--- config.mk ---
export PLATFORM = sky130hd
export DESIGN_NAME = decode_stage
export DESIGN_NICKNAME = d
export VERILOG_FILES = /design/src/rtl/decode_stage.sv
export SDC_FILE = /design/constraint.sdc
export NUM_CORES = 1
export LEC_CHECK = 0
export ABC_AREA = 1
export ABC_CLOCK_PERIOD_IN_PS = 2200
export BUFFER_PORTS_ARGS = -buffer_cell sky130_fd_sc_hd__buf_4
export CORE_ASPECT_RATIO = 1.4
export CORE_MARGIN = 2
export CORE_UTILIZATION = 30
export DETAILED_ROUTE_END_ITERATION = 12
export GPL_TIMING_DRIVEN = 0
export REMOVE_ABC_BUFFERS = 1
export SYNTH_ARGS = -nofsm -noshare
export SYNTH_HDL_FRONTEND = slang
export SYNTH_SLANG_ARGS = --single-unit
--- constraint.sdc ---
create_clock -name clk -period 2.2 [get_ports clk]
set_input_delay 0.44 -clock clk [delete_from_list [all_inputs] [get_ports clk]]
set_output_delay 0.44 -clock clk [all_outputs]
set_load 0.02 [all_outputs]
--- src/rtl/decode_stage.sv ---
// RV32I decode pipeline stage: a one-deep registered skid between fetch and
// execute that turns an instruction word into ALU/memory/control fields.
module decode_stage #(
  parameter int CNT_W = 16
) (
  input  logic             clk,
  input  logic             reset,
  input  logic             in_valid,
  output logic             in_ready,
  input  logic [31:0]      in_instr,
  input  logic [31:0]      in_pc,
  input  logic             flush,
  output logic             out_valid,
  input  logic             out_ready,
  output logic [31:0]      out_pc,
  output logic [4:0]       out_rs1,
  output logic [4:0]       out_rs2,
  output logic [4:0]       out_rd,
  output logic [31:0]      out_imm,
  output logic [2:0]       out_funct3,
  output logic             out_funct7_5b,
  output logic [1:0]       out_a_sel,
  output logic [1:0]       out_b_sel,
  output logic             out_reg_write,
  output logic             out_mem_read,
  output logic             out_mem_write,
  output logic             out_branch,
  output logic             out_jump,
  output logic             out_br_zero,
  output logic             out_illegal,
  output logic [CNT_W-1:0] illegal_count
);

  localparam logic [6:0] OP_REG = 7'b0110011;
  localparam logic [6:0] OP_IMM = 7'b0010011;
  localparam logic [6:0] LUI    = 7'b0110111;
  localparam logic [6:0] AUIPC  = 7'b0010111;
  localparam logic [6:0] JAL    = 7'b1101111;
  localparam logic [6:0] JALR   = 7'b1100111;
  localparam logic [6:0] LOAD   = 7'b0000011;
  localparam logic [6:0] STORE  = 7'b0100011;
  localparam logic [6:0] BRANCH = 7'b1100011;

  logic [6:0]  opcode;
  logic [2:0]  funct3;
  logic [6:0]  funct7;
  logic [31:0] imm_i, imm_s, imm_b, imm_u, imm_j;
  logic        accept;

  logic [31:0] d_imm;
  logic [2:0]  d_funct3;
  logic        d_funct7_5b, d_reg_write, d_mem_read, d_mem_write;
  logic        d_branch, d_jump, d_br_zero, d_illegal;
  logic [1:0]  d_a_sel, d_b_sel;

  assign opcode = in_instr[6:0];
  assign funct3 = in_instr[14:12];
  assign funct7 = in_instr[31:25];
  assign imm_i  = {{20{in_instr[31]}}, in_instr[31:20]};
  assign imm_s  = {{20{in_instr[31]}}, in_instr[31:25], in_instr[11:7]};
  assign imm_b  = {{20{in_instr[31]}}, in_instr[7], in_instr[30:25], in_instr[11:8], 1'b0};
  assign imm_u  = {in_instr[31:12], 12'b0};
  assign imm_j  = {{12{in_instr[31]}}, in_instr[19:12], in_instr[20], in_instr[30:21], 1'b0};

  assign in_ready = (!out_valid || out_ready) && !flush && !reset;
  assign accept   = in_valid && in_ready;

  always_comb begin
    d_imm       = '0;
    d_funct3    = 3'b000;
    d_funct7_5b = 1'b0;
    d_a_sel     = 2'b00;
    d_b_sel     = 2'b00;
    d_reg_write = 1'b0;
    d_mem_read  = 1'b0;
    d_mem_write = 1'b0;
    d_branch    = 1'b0;
    d_jump      = 1'b0;
    d_br_zero   = 1'b0;
    d_illegal   = 1'b0;
    unique case (opcode)
      OP_REG: begin
        d_funct3    = funct3;
        d_funct7_5b = in_instr[30];
        d_reg_write = 1'b1;
        d_illegal   = !((funct7 == 7'b0000000) ||
                        (funct7 == 7'b0100000 && (funct3 == 3'b000 || funct3 == 3'b101)));
      end
      OP_IMM: begin
        // Only shift-right uses bit 30 as a variant; ADDI's immediate sign must not select SUB.
        d_imm       = imm_i;
        d_funct3    = funct3;
        d_funct7_5b = (funct3 == 3'b101) ? in_instr[30] : 1'b0;
        d_b_sel     = 2'b01;
        d_reg_write = 1'b1;
        if (funct3 == 3'b001)
          d_illegal = (funct7 != 7'b0000000);
        else if (funct3 == 3'b101)
          d_illegal = !(funct7 == 7'b0000000 || funct7 == 7'b0100000);
      end
      LUI: begin
        d_imm       = imm_u;
        d_a_sel     = 2'b10;
        d_b_sel     = 2'b01;
        d_reg_write = 1'b1;
      end
      AUIPC: begin
        d_imm       = imm_u;
        d_a_sel     = 2'b01;
        d_b_sel     = 2'b01;
        d_reg_write = 1'b1;
      end
      JAL, JALR: begin
        d_imm       = (opcode == JAL) ? imm_j : imm_i;
        d_a_sel     = 2'b01;
        d_b_sel     = 2'b10;
        d_jump      = 1'b1;
        d_reg_write = 1'b1;
        d_illegal   = (opcode == JALR) && (funct3 != 3'b000);
      end
      LOAD: begin
        d_imm       = imm_i;
        d_b_sel     = 2'b01;
        d_mem_read  = 1'b1;
        d_reg_write = 1'b1;
        d_illegal   = (funct3 == 3'b011) || (funct3 == 3'b110) || (funct3 == 3'b111);
      end
      STORE: begin
        d_imm       = imm_s;
        d_b_sel     = 2'b01;
        d_mem_write = 1'b1;
        d_illegal   = (funct3 > 3'b010);
      end
      BRANCH: begin
        // EQ/NE reuse SUB; the ALU's nonzero flag is inverted for EQ via br_zero.
        d_imm    = imm_b;
        d_branch = 1'b1;
        case (funct3)
          3'b000: begin d_funct3 = 3'b000; d_funct7_5b = 1'b1; d_br_zero = 1'b1; end
          3'b001: begin d_funct3 = 3'b000; d_funct7_5b = 1'b1; end
          3'b100: begin d_funct3 = 3'b010; end
          3'b101: begin d_funct3 = 3'b010; d_funct7_5b = 1'b1; end
          3'b110: begin d_funct3 = 3'b011; end
          3'b111: begin d_funct3 = 3'b011; d_funct7_5b = 1'b1; end
          default: d_illegal = 1'b1;
        endcase
      end
      default: d_illegal = 1'b1;
    endcase
    if (d_illegal) begin
      d_reg_write = 1'b0;
      d_mem_read  = 1'b0;
      d_mem_write = 1'b0;
      d_branch    = 1'b0;
      d_jump      = 1'b0;
    end
  end

  // Fields load only on accept, so a stalled bundle holds by construction.
  always_ff @(posedge clk) begin
    if (reset) begin
      out_valid     <= 1'b0;
      out_pc        <= '0;
      out_rs1       <= '0;
      out_rs2       <= '0;
      out_rd        <= '0;
      out_imm       <= '0;
      out_funct3    <= '0;
      out_funct7_5b <= 1'b0;
      out_a_sel     <= '0;
      out_b_sel     <= '0;
      out_reg_write <= 1'b0;
      out_mem_read  <= 1'b0;
      out_mem_write <= 1'b0;
      out_branch    <= 1'b0;
      out_jump      <= 1'b0;
      out_br_zero   <= 1'b0;
      out_illegal   <= 1'b0;
      illegal_count <= '0;
    end else if (flush) begin
      out_valid <= 1'b0;
    end else if (accept) begin
      out_valid     <= 1'b1;
      out_pc        <= in_pc;
      out_rs1       <= in_instr[19:15];
      out_rs2       <= in_instr[24:20];
      out_rd        <= in_instr[11:7];
      out_imm       <= d_imm;
      out_funct3    <= d_funct3;
      out_funct7_5b <= d_funct7_5b;
      out_a_sel     <= d_a_sel;
      out_b_sel     <= d_b_sel;
      out_reg_write <= d_reg_write;
      out_mem_read  <= d_mem_read;
      out_mem_write <= d_mem_write;
      out_branch    <= d_branch;
      out_jump      <= d_jump;
      out_br_zero   <= d_br_zero;
      out_illegal   <= d_illegal;
      if (d_illegal && (illegal_count != '1))
        illegal_count <= illegal_count + CNT_W'(1);
    end else if (out_ready) begin
      out_valid <= 1'b0;
    end
  end

endmodule
Word-level counts from Yosys, hierarchy flattened
Cells that the tools add are included.
- word-level logic and storage cells: 101
- flip-flop bits (word level): 111
- output and inout port bits: 112
- magnitude comparators: 1
- $add $sub $neg: 1
- mux-type cells: 27
- bitwise operators: 1
- reductions and logical operators: 36
- equality and inequality tests: 17
- operators with widths (operator ; number):
    case mux 32 bit (5 select lines) ; 1
    == test 7 x 6 -> 1 bit, second input constant ; 4
    == test 7 bit, second input constant ; 3
    two-way mux 20 bit ; 1
    two-way mux 1 bit ; 19
    adder 16 x 1 -> 16 bit, second input constant ; 1
    != test 16 bit, second input constant ; 1
    == test 7 x 5 -> 1 bit, second input constant ; 2
    OR reduction 2 bit ; 7
    == test 3 bit, second input constant ; 4
    case mux 2 bit (2 select lines) ; 3
    == test 7 x 2 -> 1 bit, second input constant ; 1
    zero test 7 bit ; 1
    case mux 1 bit (7 select lines) ; 1
    nonzero test 7 bit ; 1
    OR reduction 7 bit ; 1
    logical AND 1 bit ; 6
    logical OR 1 bit ; 6
    case mux 3 bit (2 select lines) ; 1
    OR reduction 6 bit ; 1
    zero test 1 bit ; 5
    OR reduction 5 bit ; 1
    OR reduction 4 bit ; 1
    == test 3 x 1 -> 1 bit, second input constant ; 1
    other kinds (10) ; 10

Longest topological paths before layout
Gate-level depths: netlist (run 1).
- depth after elaboration: 8
- gate-level depth with buffers: 15
- gate-level depth less buffers: 14

Least setup slack after synthesis (run 1)
OpenSTA, ideal clock, no wires.
- path kind: register to register
- start point: register illegal_count[1]
- end point: register illegal_count[10]
- required time: 2.059 ns
- clock period less this slack: 1.886 ns
- slack: 0.314 ns
- buffers on the path: 1
- cell stages (with the launch flop): 10
- arrival time: 1.745 ns
- library setup time: 0.141 ns
- cell sequence: dfxtp_1 ha_1 nand3_1 nor2_4 nand2_2 nor3_2 nand2_2 clkbuf_1 nand4_1 a21oi_2
- word-level cells in the longest chain between the ends: 3
- RTL lines (what ; line ; text):
    from (decl) ; 31 ; output logic [CNT_W-1:0] illegal_count
    from (signal assigned) ; 201 ; illegal_count <= illegal_count + CNT_W'(1);
    branches (longest 3 deep; another with adder 16 x 1 -> 16 bit) ; - ;
Parallel ways; which one is timed is not known.
A chain may end at the register's enable or synchronous reset.

Final worst setup path (run 1)
- start point: input port reset
- end point: register out_pc[15]
- word-level cells in the longest chain between the ends: 4
- RTL lines (what ; line ; text):
    from (decl) ; 7 ; input logic reset,
    zero test 1 bit ; 65 ; assign in_ready = (!out_valid || out_ready) && !flush && !reset;
    logical AND 1 bit ; 65 ;
    logical AND 1 bit ; 66 ; assign accept = in_valid && in_ready;
    AND reduction 2 bit (no source line) ; - ;
    to (signal assigned) ; 184 ; out_pc <= in_pc;
    to (decl) ; 15 ; output logic [31:0] out_pc,
Parallel ways exist; a longest one is shown, timed or not.

==> results of run 1 <==
path summary, 6_finish.rpt:
check	startpoint	slack [ps]	to
setup / recovery	reset	190	out_pc[15]$_SDFFE_PP0P_
hold / removal	in_pc[5]	340	out_pc[5]$_SDFFE_PP0P_
setup reg to reg	illegal_count[0]$_SDFFE_PP0P_	220	illegal_count[0]$_SDFFE_PP0P_
hold reg to reg	out_imm[18]$_SDFFE_PP0P_	460	out_imm[18]$_SDFFE_PP0P_
power by group:
part | internal, mW | total [mW] | switching (mW)
Combinational | 0.196 | 0.478 | 0.282
Clock | 0.829 | 1.56 | 0.731
Sequential | 2.05 | 2.07 | 0.0197
Total | 3.07 | 4.10 | 1.03
worst max-delay path: cells and delay by family:
kind	cells	cell delay, ps
buffers and inverters	5	1110
and+or+nand+nor	4	530
AOI/OAI and AO/OA	1	120
kinds of logic (layout without fill, tap and decap cells):
logic type                 Yosys count  in the layout  share of synthesized area (%)
DFF                                111            111                          43.88
adders and majority gates            1              1                         0.2471
and+or+nand+nor                    348            349                          30.86
xor gates and xnor gates            13             13                          2.249
AOI/OAI and AO/OA                  145            145                          15.37
buffers and inverters               90            251                          7.388
cell usage in the layout, fill, tap and decap left out, types with 11 or more instances in the layout:
| cell type | n |
|---|---|
| nand2_1 | 223 |
| buf_4 | 180 |
| dfxtp_1 | 111 |
| a21oi_1 | 93 |
| inv_1 | 39 |
| nor2_1 | 31 |
| nand3_1 | 29 |
| o21ai_0 | 24 |
| nand4_1 | 19 |
| nand2_2 | 16 |
| inv_2 | 11 |
| o21ai_1 | 11 |
flip-flops by register name, indices dropped and copies added, names as in the netlist, 2 cells and up:
register / flops
out_rs2: 5
out_funct3: 3
illegal_count: 16
out_imm: 32
out_rs1: 5
out_pc: 32
out_b_sel: 2
out_rd: 5
out_a_sel: 2
stage by stage:
step / total power, mW / hold slack (ps) / setup TNS, ps / setup WS [ps]
floorplan: 2.305 / 502.4 / -94580 / -1210
global placement: 2.559 / 451.7 / -313210 / -3282
detailed placement: 2.570 / 455.4 / -98060 / -1033
CTS: 4.182 / 324.2 / 0 / 58.49
global route: 4.283 / 330.1 / 0 / 26.32
finish: 4.104 / 341.6 / 0 / 186.9
final cells by class:
class / instances / area share [%]
Sequential cell: 111 / 31.97
Tap cell: 203 / 3.654
Clock buffer: 13 / 3.744
Multi-Input combinational cell: 508 / 36.17
Clock inverter: 2 / 0.1980
Inverter: 51 / 2.988
Timing Repair Buffer: 185 / 21.28
metal layers:
| layer | global-route usage [%] | vias to the layer above | wire [um] |
|---|---|---|---|
| li1 | - | 2606 | - |
| met1 | 20.30 | 2347 | 6622 |
| met2 | 30.85 | 135 | 8281 |
| met5 | 0 | - | 0 |
| met4 | 5.110 | 0 | 189 |
| met3 | 3.867 | 13 | 839 |
repair_timing:
item	in CTS	in global routing
gates resized for setup	8	5
pin swaps	2	0
hold endpoints to repair	0	0
setup buffers	2	0
cloned	2	0
setup endpoints to repair	107	53
==> impl_metrics.csv, run 1 <==
group,metric,value,unit
sta,grt_setup_unrepaired,"no",
layout,area_growth,37.26,%
sta,period_needed,2013,ps
clock_network,clk_pin_slew,70,ps
detailed_routing,avgRoutedWirePerCell,14.85,um
sta,worst_pin_slew,769.0,ps
place,port_buffers,180,
floorplan,die_width,113.8,um
layout,final_cells,1073,
worst_setup_path,critical_path_class,"in -> reg",
logic_synthesis,yosysMostFrequentCell,"nand2_1",
logic_synthesis,synth_edf_count,0,
logic_synthesis,synth_seq_cells,111,
place,hpwl,10.49,mm
logic_synthesis,async_flop_share,0,%
worst_setup_path,endpoint_kind,"flop",
layout,drive_gt1_share,29.77,%
worst_setup_path,path_cells,"buf_12 > nor2_1 > inv_1 > nor2_4 > nand2_8 > buf_16 > inv_16 > bufbuf_16 > nand2_1 > a21oi_1",
logic_synthesis,netlist_area,5064,um^2
worst_setup_path,reg2regPathDepth,11,
logic_synthesis,ys_top_cells_by_area,"dfxtp_1, nand2_1, a21oi_1",
layout,antenna_cells,0,
logic_synthesis,synth_top_area_cell,"dfxtp_1",
sta,finalClockSkew,10.77,ps
power_and_ir_drop,irDropWorstVdd,0.0002818,V
sta,final-setup-viol-count,0,
floorplan,initial_core_util,30.36,%
clock_network,root_buffer,"clkbuf_16",
floorplan,core-area,16680,um^2
detailed_routing,via_per_inst,4.754,
sta,hold_viol,0,
logic_synthesis,synth_top_cell_area_share,43.88,%
detailed_routing,dr.pass1.iters,5,
global_routing,grt_first_pass_wirelength,24.26,mm
global_routing,antenna_found_initial,0,
sta,period_share,91.50,%
global_routing,overflow,0,
power_and_ir_drop,power_density,590.5,nW/um^2
detailed_routing,routed_wl,15.93,mm
sta,relSlewSlack,48.68,%
logic_synthesis,synth-seq-area-share,43.88,%
layout,fin_area,6950,um^2
detailed_routing,vias,5101,
floorplan,boundaryPins,181,
clock_network,clk_latency,350,ps
place,placed_area,6549,um^2
detailed_routing,antenna_left,0,
job,max_cap_viol_count,0,
floorplan,rows,56,
global_routing,grt_usage,17.15,%
layout,nets,936,
logic_synthesis,synth_common_cells,"nand2_1, dfxtp_1, a21oi_1",
worst_hold_path,hold_class,"in -> reg",
detailed_routing,drt_iter0_drc,267,
global_routing,grt_pass1_vias,4677,
worst_setup_path,slowest_delay,380,ps
clock_network,cts_tree,"built",
clock_network,cts_buffer_depth,2,
clock_network,cts_hold_buffers,0,
place,dp.cells,1054,
sta,maxSlewViolCount,0,
layout,regArea,2222,um^2
worst_setup_path,critPathSlowestCell,"bufbuf_16",
logic_synthesis,synth.distinct_cells,35,
sta,clock.fmax,0.4967,GHz
worst_setup_path,arrival,2290,ps
layout,multi_input_area,2514,um^2
global_routing,grt_max_degree,88,
outcome,outcome,"finished clean",
worst_hold_path,min_path_cells,3,
clock_network,h-tree-depth,3,
worst_setup_path,worstPathMaxFanout,87,
floorplan,fp.dieH,157.7,um
layout,fill_cells,1800,
place,gp_congestion,0.8096,
clock_network,numCtsBuffers,9,
clock_network,cts_sinks,111,
floorplan,die_area,17950,um^2
logic_synthesis,synth_cells,708,
detailed_routing,drc,0,
logic_synthesis,yosys_warnings,0,
logic_synthesis,ys.flop_type,"dfxtp_1",
power_and_ir_drop,p_leak,3.088,nW
layout,final_util,41.68,%
worst_setup_path,cp.required,2480,ps
worst_setup_path,start_kind,"primary input",
logic_synthesis,syn_avg_cell_area,7.152,um^2
Power figures use the tool's default switching activity.
==> inputs of run 2 (changes only) <==
Settings changed: ABC_AREA 1 to unset, CORE_MARGIN 2 to unset.
==> impl_metrics.csv, run 2 <==
group,metric,value,unit
global_routing,grt_usage,19.13,%
worst_setup_path,path_cells,"and4_4 > nand4_4 > or4_4 > nand2_4 > nor3_2 > mux2_4",
worst_hold_path,hold_class,"in -> reg",
sta,period_share,96.33,%
floorplan,die_width,107.4,um
sta,relSlewSlack,37.13,%
worst_setup_path,worstPathMaxFanout,7,
detailed_routing,antenna_left,0,
worst_setup_path,endpoint_kind,"flop",
worst_setup_path,reg2regPathDepth,6,
layout,antenna_cells,0,
logic_synthesis,synth-seq-area-share,47.63,%
layout,area_growth,38.96,%
clock_network,cts_tree,"built",
sta,tns,0,ps
layout,regArea,2223,um^2
global_routing,grt_pass1_vias,4451,
layout,multi_input_area,2331,um^2
clock_network,h-tree-depth,3,
power_and_ir_drop,power_density,634.9,nW/um^2
logic_synthesis,synth_top_cell_area_share,47.63,%
logic_synthesis,synth_common_cells,"nand2_1, dfxtp_1, a21oi_1",
logic_synthesis,synth_seq_cells,111,
logic_synthesis,async_flop_share,0,%
worst_setup_path,arrival,2350,ps
clock_network,cts_sinks,111,
logic_synthesis,synth_top_area_cell,"dfxtp_1",
floorplan,boundaryPins,181,
outcome,outcome,"finished clean",
floorplan,rows,53,
global_routing,grt_first_pass_wirelength,23.67,mm
worst_setup_path,start_kind,"flop",
logic_synthesis,syn_avg_cell_area,8.422,um^2
global_routing,antenna_found_initial,0,
power_and_ir_drop,power,4.117,mW
worst_setup_path,critPathSlowestCell,"or4_4",
worst_setup_path,cp.required,2430,ps
place,port_buffers,180,
detailed_routing,vias,4616,
detailed_routing,drt_iter0_drc,264,
detailed_routing,drc,0,
global_routing,grt_max_degree,103,
worst_setup_path,slowest_delay,600,ps
sta,hold_viol,0,
detailed_routing,avgRoutedWirePerCell,16.97,um
layout,final_common_cell,"buf_4",
logic_synthesis,yosysMostFrequentCell,"nand2_1",
worst_hold_path,min_path_cells,3,
clock_network,cts_buffer_depth,2,
place,placed_area,6052,um^2
clock_network,clk_pin_slew,80,ps
layout,drive_gt1_share,33.15,%
sta,final-setup-viol-count,0,
detailed_routing,routed_wl,15.44,mm
power_and_ir_drop,irDropWorstVdd,0.0003388,V
layout,nets,784,
worst_setup_path,critical_path_class,"reg -> reg",
sta,maxSlewViolCount,0,
layout,fin_area,6484,um^2
detailed_routing,via_per_inst,5.073,
logic_synthesis,synth_cells,554,
sta,grt_setup_unrepaired,"no",
place,gp_congestion,0.7759,
sta,worst_pin_slew,935.2,ps
clock_network,clk_latency,340,ps
floorplan,core-area,15120,um^2
clock_network,numCtsBuffers,9,
sta,clock.fmax,0.4718,GHz
power_and_ir_drop,p_leak,2.596,nW
place,hpwl,9.292,mm
logic_synthesis,netlist_area,4666,um^2
layout,final_util,42.88,%
logic_synthesis,ys.flop_type,"dfxtp_1",
floorplan,initial_core_util,30.86,%
global_routing,overflow,0,
job,max_cap_viol_count,0,
layout,final_cell_mix,"buf_4, nand2_1, dfxtp_1",
logic_synthesis,synth_edf_count,0,
clock_network,root_buffer,"clkbuf_16",
floorplan,die_area,16060,um^2
logic_synthesis,ys_top_cells_by_area,"dfxtp_1, nand2_1, a21oi_1",
layout,fill_cells,1532,
detailed_routing,dr.pass1.iters,4,
sta,finalClockSkew,8.305,ps
floorplan,fp.dieH,149.6,um
logic_synthesis,synth.distinct_cells,64,
sta,period_needed,2119,ps
layout,reg_top3,"out_imm (32), out_pc (32), illegal_count (16)",
logic_synthesis,yosys_warnings,0,
run 2: cell types whose count changed in the layout (fill, tap and decap cells not counted), moves of 9 or more:
cell     before  now
nand3_1      29   12
a22oi_1       0   18
inv_1        39    2
nand2_2      16    2
a21oi_2       9    0
o21ai_1      11    1
nand2_1     223  121
a21oi_1      93   82
nand4_1      19    4
inv_2        11    1
run 2: timing repair:
action	4_1_cts	5_1_grt
pin swaps	3	0
hold buffers	0	0
gates cloned	5	0
resized for setup	7	10
buffers inserted	4	1
endpoints found under the setup margin	107	24
run 2: cell families after synthesis:
group | count (synthesis) | synth area share [%]
AND/OR/NAND/NOR | 235 | 25.02
buffers and inverters | 44 | 4.693
adder cells (fa/ha/maj) | 1 | 0.2681
multiplexers | 7 | 1.958
XOR/XNOR | 1 | 0.1878
flip-flops | 111 | 47.63
AO/OA/AOI/OAI | 155 | 20.25
run 2: worst max-delay path: cells and delay by family, from the launching register on:
kind	cells	cell delay, ps
and+or+nand+nor	5	1240
DFF	1	460
muxes	1	300
run 2: final timing paths:
kind | from | endpoint | slack (ps)
max | illegal_count[5]$_SDFFE_PP0P_ | illegal_count[11]$_SDFFE_PP0P_ | 80
min | in_pc[23] | out_pc[23]$_SDFFE_PP0P_ | 340
max reg2reg | illegal_count[5]$_SDFFE_PP0P_ | illegal_count[11]$_SDFFE_PP0P_ | 80
min reg2reg | out_funct3[2]$_SDFFE_PP0P_ | out_funct3[2]$_SDFFE_PP0P_ | 450
run 2: area by class of cell:
type / instances / area share, %
multi-input combinational: 404 / 35.95
sequential: 111 / 34.29
timing repair buffer: 185 / 21.67
tap: 192 / 3.705
clock buffer: 9 / 3.474
clock inverter: 6 / 0.7333
inverter: 3 / 0.1737
run 2: report_power, final:
group	leakage (nW)	switching, mW	internal [mW]
Clock	0.132	0.759	0.772
Sequential	0.900	0.0263	2.06
Combinational	1.56	0.293	0.209
Total	2.60	1.08	3.04
run 2: through the flow:
| step | setup WS (ps) | instances | hold WS (ps) |
|---|---|---|---|
| 2_1_floorplan | -1054 | 513 | 509.1 |
| 3_3_place_gp | -2271 | 885 | 440.9 |
| 3_5_place_dp | -1060 | 885 | 447.3 |
| 4_1_cts | 15.39 | 909 | 320.4 |
| 5_1_grt | 12.58 | 910 | 319.7 |
| 6_report | 80.67 | 910 | 337.4 |
run 2: layer usage:
| metal | GRT usage (%) | vias up | wire length (um) |
|---|---|---|---|
| met4 | 7.123 | 0 | 416 |
| met3 | 3.920 | 24 | 824 |
| met1 | 23.01 | 2167 | 6454 |
| li1 | - | 2272 | - |
| met2 | 33.32 | 153 | 7747 |
| met5 | 0 | - | 0 |
